## src/rtl/g_3arb_if.sv

```systemverilog
// Request/grant bundle between the request-merge logic and the g_3arb arbiter.
// AN/BN are active-low requests; C and all outputs are active-high.
interface g_3arb_if;
   logic AN;
   logic BN;
   logic C;
   logic GA;
   logic GB;
   logic GC;
   logic Y;
   logic BUSY;
   logic TO;

   modport master (
      output AN,
      output BN,
      output C,
      input  GA,
      input  GB,
      input  GC,
      input  Y,
      input  BUSY,
      input  TO
   );

   modport slave (
      input  AN,
      input  BN,
      input  C,
      output GA,
      output GB,
      output GC,
      output Y,
      output BUSY,
      output TO
   );
endinterface

```

## src/rtl/g_3arb.sv

```systemverilog
// Three-requester round-robin arbiter with registered one-hot grants and a dead cycle
// between owners. Define G_3ARB_TIMEOUT_EN to build the HOLD_MAX grant-hold timeout.
module g_3arb #(
   parameter int unsigned HOLD_MAX = 15
) (
   input logic   CK,
   input logic   CDN,
   g_3arb_if.slave bus
);

   typedef enum logic [1:0] {StIdle, StGrant, StDead} state_e;

   localparam logic [1:0] OwnA = 2'd0;
   localparam logic [1:0] OwnB = 2'd1;
   localparam logic [1:0] OwnC = 2'd2;

   logic [2:0] req;
   logic       owner_req;
   logic       timeout_hit;
   logic       pick_vld;
   logic [1:0] pick_idx;

   state_e     state_q, state_d;
   logic [1:0] ptr_q, ptr_d;
   logic [2:0] grant_q, grant_d;
   logic       y_q;
   logic       run_q;

   assign req = {bus.C, ~bus.BN, ~bus.AN};

   // Search starts just after the last owner: A->B->C->A.
   always_comb begin
      pick_vld = 1'b0;
      pick_idx = OwnA;
      unique case (ptr_q)
         OwnA: begin
            if      (req[1]) begin pick_vld = 1'b1; pick_idx = OwnB; end
            else if (req[2]) begin pick_vld = 1'b1; pick_idx = OwnC; end
            else if (req[0]) begin pick_vld = 1'b1; pick_idx = OwnA; end
         end
         OwnB: begin
            if      (req[2]) begin pick_vld = 1'b1; pick_idx = OwnC; end
            else if (req[0]) begin pick_vld = 1'b1; pick_idx = OwnA; end
            else if (req[1]) begin pick_vld = 1'b1; pick_idx = OwnB; end
         end
         default: begin
            if      (req[0]) begin pick_vld = 1'b1; pick_idx = OwnA; end
            else if (req[1]) begin pick_vld = 1'b1; pick_idx = OwnB; end
            else if (req[2]) begin pick_vld = 1'b1; pick_idx = OwnC; end
         end
      endcase
   end

   // While granted, the pointer always names the current owner.
   always_comb begin
      owner_req = 1'b0;
      unique case (ptr_q)
         OwnA:    owner_req = req[0];
         OwnB:    owner_req = req[1];
         OwnC:    owner_req = req[2];
         default: owner_req = 1'b0;
      endcase
   end

`ifdef G_3ARB_TIMEOUT_EN
   localparam logic [7:0] HoldLast = 8'(HOLD_MAX - 1);

   logic [7:0] cnt_q, cnt_d;
   logic       to_q, to_d;

   assign timeout_hit = (cnt_q == HoldLast);

   always_comb begin
      cnt_d = cnt_q;
      to_d  = 1'b0;
      unique case (state_q)
         StIdle:  cnt_d = 8'd0;
         StGrant: begin
            cnt_d = cnt_q + 8'd1;
            to_d  = owner_req && timeout_hit;
         end
         default: cnt_d = cnt_q;
      endcase
   end

   always_ff @(posedge CK or negedge CDN) begin
      if (!CDN) begin
         cnt_q <= 8'd0;
         to_q  <= 1'b0;
      end else if (run_q) begin
         cnt_q <= cnt_d;
         to_q  <= to_d;
      end
   end

   assign bus.TO = to_q;
`else
   assign timeout_hit = 1'b0;
   assign bus.TO      = 1'b0;
`endif

   always_comb begin
      state_d = state_q;
      ptr_d   = ptr_q;
      grant_d = grant_q;
      unique case (state_q)
         StIdle: begin
            grant_d = 3'b000;
            if (pick_vld) begin
               state_d = StGrant;
               ptr_d   = pick_idx;
               grant_d = 3'b001 << pick_idx;
            end
         end
         StGrant: begin
            if (!owner_req || timeout_hit) begin
               state_d = StDead;
               grant_d = 3'b000;
            end
         end
         StDead: begin
            state_d = StIdle;
            grant_d = 3'b000;
         end
         default: begin
            state_d = StIdle;
            grant_d = 3'b000;
         end
      endcase
   end

   // run_q holds the FSM for the first edge after reset release.
   always_ff @(posedge CK or negedge CDN) begin
      if (!CDN) begin
         state_q <= StIdle;
         ptr_q   <= OwnC;
         grant_q <= 3'b000;
         y_q     <= 1'b0;
         run_q   <= 1'b0;
      end else begin
         y_q   <= |req;
         run_q <= 1'b1;
         if (run_q) begin
            state_q <= state_d;
            ptr_q   <= ptr_d;
            grant_q <= grant_d;
         end
      end
   end

   assign bus.GA   = grant_q[0];
   assign bus.GB   = grant_q[1];
   assign bus.GC   = grant_q[2];
   assign bus.Y    = y_q;
   assign bus.BUSY = (state_q != StIdle);

endmodule
```

## src/flat_wrapper.sv

```systemverilog
// flat-port wrapper written by rule: the top's interface ports become plain ports
module g_3arb_flat 
#(
   parameter int unsigned HOLD_MAX = 15
)
  (CK, CDN, bus_AN, bus_BN, bus_C, bus_GA, bus_GB, bus_GC, bus_Y, bus_BUSY, bus_TO);
  g_3arb_if bus_i ();
  input logic CK;
  input logic CDN;
  input wire logic [$bits(bus_i.AN)-1:0] bus_AN;
  input wire logic [$bits(bus_i.BN)-1:0] bus_BN;
  input wire logic [$bits(bus_i.C)-1:0] bus_C;
  output wire logic [$bits(bus_i.GA)-1:0] bus_GA;
  output wire logic [$bits(bus_i.GB)-1:0] bus_GB;
  output wire logic [$bits(bus_i.GC)-1:0] bus_GC;
  output wire logic [$bits(bus_i.Y)-1:0] bus_Y;
  output wire logic [$bits(bus_i.BUSY)-1:0] bus_BUSY;
  output wire logic [$bits(bus_i.TO)-1:0] bus_TO;
  assign bus_i.AN = bus_AN;
  assign bus_i.BN = bus_BN;
  assign bus_i.C = bus_C;
  assign bus_GA = bus_i.GA;
  assign bus_GB = bus_i.GB;
  assign bus_GC = bus_i.GC;
  assign bus_Y = bus_i.Y;
  assign bus_BUSY = bus_i.BUSY;
  assign bus_TO = bus_i.TO;
  g_3arb #(.HOLD_MAX(HOLD_MAX)) u_core (.CK(CK), .CDN(CDN), .bus(bus_i));
endmodule
```

## config.mk

```make
export PLATFORM = sky130hd
export DESIGN_NAME = g_3arb_flat
export DESIGN_NICKNAME = d
export VERILOG_FILES = /design/src/rtl/g_3arb_if.sv /design/src/rtl/g_3arb.sv /design/src/flat_wrapper.sv
export SDC_FILE = /design/constraint.sdc
export NUM_CORES = 1
export LEC_CHECK = 0
export ABC_AREA = 0
export CAP_MARGIN = 40
export CORE_AREA = 2 2 39 41
export CTS_BUF_LIST = sky130_fd_sc_hd__clkbuf_8
export CTS_CLUSTER_DIAMETER = 60
export DETAILED_ROUTE_END_ITERATION = 10
export DIE_AREA = 0 0 41 43
export RECOVER_POWER = 25
export REMOVE_ABC_BUFFERS = 1
export SYNTH_ARGS = -nofsm -noshare
export SYNTH_HDL_FRONTEND = slang
export SYNTH_SLANG_ARGS = --single-unit
```

## constraint.sdc

```tcl
create_clock -name CK -period 3.8 [get_ports CK]
set_input_delay 0.76 -clock CK [delete_from_list [all_inputs] [get_ports CK]]
set_output_delay 0.76 -clock CK [all_outputs]
set_load 0.01 [all_outputs]
```

# Yosys cells after proc, flatten, opt, wreduce, memory -nomap -nowiden
# Index checks and enable logic that the tools add are counted.
# word_totals
inputBits,5
register_bits,9
word_cells,44
# op_classes
n_reduce_logical,7
shifts,1
muxes,24
n_bitwise,2
n_eq_ne,5
# ops
op,n
2-bit two-way mux,7
1-bit two-way mux,10
2-bit one-hot mux with 2 select lines,2
3-bit two-way mux,2
3-bit one-hot mux with 2 select lines,1
3-bit AND reduction,2
"2-bit by 1-bit == test with 1-bit output, second input constant",2
2-bit logical NOT,2
1-bit one-hot mux with 3 select lines,1
3-bit OR reduction,1
"1-bit by 2-bit << shifter with 3-bit output, first input constant",1
"2-bit == test, second input constant",1
"2-bit by 1-bit inequality test with 1-bit output, second input constant",1
"2-bit inequality test, second input constant",1
1-bit inverter,2
1-bit one-hot mux with 2 select lines,1
2-bit AND reduction,1
2-bit nonzero test,1

# Depth between registers and ports, before layout
# depth
depth_word,7
mapped_depth,3
mapped_depth_nobuf,3

# Worst setup path after synthesis
# Ideal clock, no wire load.
# synth_path
path_kind,register to output
startpoint,register u_core.state_q[0]
endpoint,output bus_BUSY
n_path_buf,0
path_stages_with_launch,2
slack_ns,2.323
arrival_ns,0.717
path_cell_list,dfrtp_1 > or2_2
# synth_between
elab_chain_len,1
# synth_lines
element,line_no,text
"start, declared",g_3arb.sv:23,"state_e state_q, state_d;"
"start signal, assigned",g_3arb.sv:135,state_q <= StIdle;
"start signal, assigned",g_3arb.sv:144,state_q <= state_d;
2-bit nonzero test,g_3arb.sv:155,assign bus.BUSY = (state_q != StIdle);
"end, declared",flat_wrapper.sv:17,output wire logic [$bits(bus_i.BUSY)-1:0] bus_BUSY;
# No other way between the ends.

# Final worst setup path
# Same ends and word-level chain as after synthesis.

==> results.json <==
{
  "ctsHoldBuffers": 0,
  "rows": 14,
  "routabilityCongestion": 0.718,
  "status": "finished, final reports clean",
  "synthTopCellsByCount": "8 x dfrtp_1, 3 x a32o_1, 3 x nor2_1, 3 x o21ai_0",
  "area_delta_synth_final_pct": 31.6,
  "die-area_sq_um": 1760,
  "syn_area_sq_um": 468,
  "grt_pass1_wl_mm": 1.39,
  "p_clk_share_pct": 23.7,
  "p_int_uw": 297,
  "cpPeakStageDelay_ns": 0.47,
  "avgSynthCellArea_sq_um": 11.1,
  "synthXorXnorAreaFrac_pct": 0,
  "io_buffers": 9,
  "synthMuxAreaShare_pct": 0,
  "power.density_nw_per_um2": 700,
  "vias": 353,
  "yosysMostFrequentCell": "dfrtp_1",
  "synth_top_area_share_pct": 42.8,
  "cp_top_family": "buffers and inverters",
  "drcViolationCount": 0,
  "n_antenna_cell": 0,
  "viasPerCell": 5.04,
  "critPathLaunch": "u_core.state_q[0]",
  "cts.htree.levels": 1,
  "ctsRootBufferMaster": "clkbuf_8",
  "path_buf_inv": 1,
  "dr.first_iter.drc_count": 3,
  "hold_class": "reg -> reg",
  "ys_seq_area_share_pct": 48.4,
  "worst-path-max-fanout": 6,
  "drt_wl_total_um": 819,
  "synth-edff-count": 0,
  "synth-compound-area-share_pct": 28.1,
  "cp_slowest_cell": "clkdlybuf4s50_1",
  "skew_ns": 0.00172,
  "synth-main-ff-cell": "dfrtp_1",
  "period_minus_slack_ns": 2.17,
  "synthSimpleGateAreaFrac_pct": 18.7,
  "crit_chain": "or2_2, clkdlybuf4s50_1",
  "cts_resized": 0,
  "end_kind": "output pin",
  "synth_top_cell_by_area": "dfrtp_1",
  "grt_max_degree": 10,
  "multi_input_area_sq_um": 226,
  "ant_nets": 0,
  "arrival_ns": 1.41,
  "dp_hpwl_um": 669,
  "rr_startpoint": "u_core.state_q[0]",
  "fin_util_pct": 44.5,
  "grtUsageTotal_pct": 12.2,
  "maxCapViolCount": 0,
  "setup_tns_ns": 0,
  "die_x_um": 41,
  "num-nets-final": 60,
  "synth_seq_cells": 9,
  "cts_inserted_buffers": 3,
  "io-pin-count": 11,
  "rsz0062_at_grt": "false",
  "nFillCells": 135,
  "drive_above_1_share_pct": 16.7,
  "p_sw_share_pct": 31.0,
  "required_ns": 3.04,
  "post_cts_buffers": 0,
  "wl_per_cell_um": 11.7,
  "clockBufferDepth": 2,
  "clk_pin_slew_ns": 0.04,
  "grt_pass1_vias": 334,
  "irDropWorstVdd_v": 0.000229,
  "setup_viol": 0,
  "cts_sinks": 9,
  "hold_viol": 0,
  "core_sq_um": 1380,
  "yosysWarningCount": 0,
  "synth_cell_types": 26,
  "post-route-period-util_pct": 57.1,
  "combPwrFrac_pct": 37.2,
  "start_kind": "register",
  "overflow": 0,
  "worstSetupPathType": "reg -> out",
  "clk_latency_ns": 0.22,
  "die_height_um": 43,
  "min_from": "u_core.grant_q[2]",
  "synthArstFlopShare_pct": 100,
  "slew_violations": 0,
  "p_leak_uw": 0.000253,
  "antenna_found_initial": 0,
  "cts_tree": "yes",
  "synth_area_leaders": "dfrtp_1 43%, a32o_1 6.4%, a2111oi_4 5.9%",
  "p_sw_uw": 134,
  "synth_cells": 42,
  "start_util_pct": 33.8,
  "max_freq_mhz": 461,
  "synth_top_family_by_area": "compound AO/OA/AOI/OAI gates",
  "dr.pass1.iters": 4,
  "pwr-share-seq_pct": 39.1,
  "seq_area_sq_um": 226,
  "synth_adder_area_share_pct": 0
}
per-layer routing:
layer / global-route usage [%] / part of all wire, %
met1: 17.2 / 49
met2: 15.9 / 45
met3: 3.14 / 3.2
met4: 8.00 / 2.3
met5: 0 / 0
flip-flops by register name, indices dropped and copies added (netlist names):
name	count
u_core.ptr_q	2
u_core.bus.Y	1
u_core.state_q	2
u_core.run_q	1
u_core.grant_q	3
metrics by stage:
stage / power [uW] / std cells / worst slack [ns] / hold WS (ns) / instance area [sq um]
floorplan: 264 / 41 / 2.32 / 0.464 / 460
global route: 465 / 70 / 1.56 / 0.546 / 616
global placement: 333 / 66 / 1.71 / 0.505 / 571
CTS: 437 / 70 / 1.62 / 0.526 / 616
detailed placement: 332 / 66 / 1.72 / 0.516 / 571
finish: 431 / 70 / 1.63 / 0.516 / 616
logic make-up (layout without fill, tap and decap cells):
| family | Yosys count | in the layout |
|---|---|---|
| AOI/OAI and AO/OA | 14 | 14 |
| and+or+nand+nor | 14 | 14 |
| DFF | 9 | 9 |
| buffers and inverters | 3 | 15 |
| other | 2 | 2 |
final cells by class:
| class | instances | area share, % |
|---|---|---|
| repair buffers | 9 | 14.6 |
| flip-flops and latches | 9 | 36.8 |
| multi-input cells | 30 | 36.8 |
| well taps | 16 | 3.25 |
| clock inverters | 1 | 0.610 |
| inverters | 2 | 1.22 |
| clock buffers | 3 | 6.71 |
power by group through the flow:
stage	registers (uW)	clock network, uW	logic, uW
finish	168	102	160
global route	177	112	177
CTS	169	105	162
detailed placement	170	0	161
global placement	171	0	162
floorplan	168	0	96.0
layout by cell type, fill, tap and decap left out, drive strengths merged:
cell,instances
a2111oi,1
a21o,1
a22o,1
a31o,1
a32o,3
and2,1
and3b,1
clkbuf,3
clkdlybuf4s50,8
conb,2
dfrtp,8
dfstp,1
dlygate4sd3,1
inv,3
nand2,1
nand2b,2
nand3,1
nand3b,1
nor2,3
nor2b,1
nor3b,1
o211ai,1
o21ai,3
o21bai,1
o2bb2ai,1
o311ai,1
or2,1
or3b,1
path summary, 6_finish.rpt:
kind | to | slack [ns] | depth (start not counted)
min | u_core.grant_q[2] | 0.52 | 1
min in group asynchronous | u_core.ptr_q[0] | 0.89 | 1
max reg2reg | u_core.grant_q[2] | 2.39 | 3
max in group asynchronous | u_core.ptr_q[1] | 2.60 | 1
min reg2reg | u_core.grant_q[2] | 0.52 | 1
max | bus_BUSY | 1.63 | 2
(Power assumes the default switching activity.)
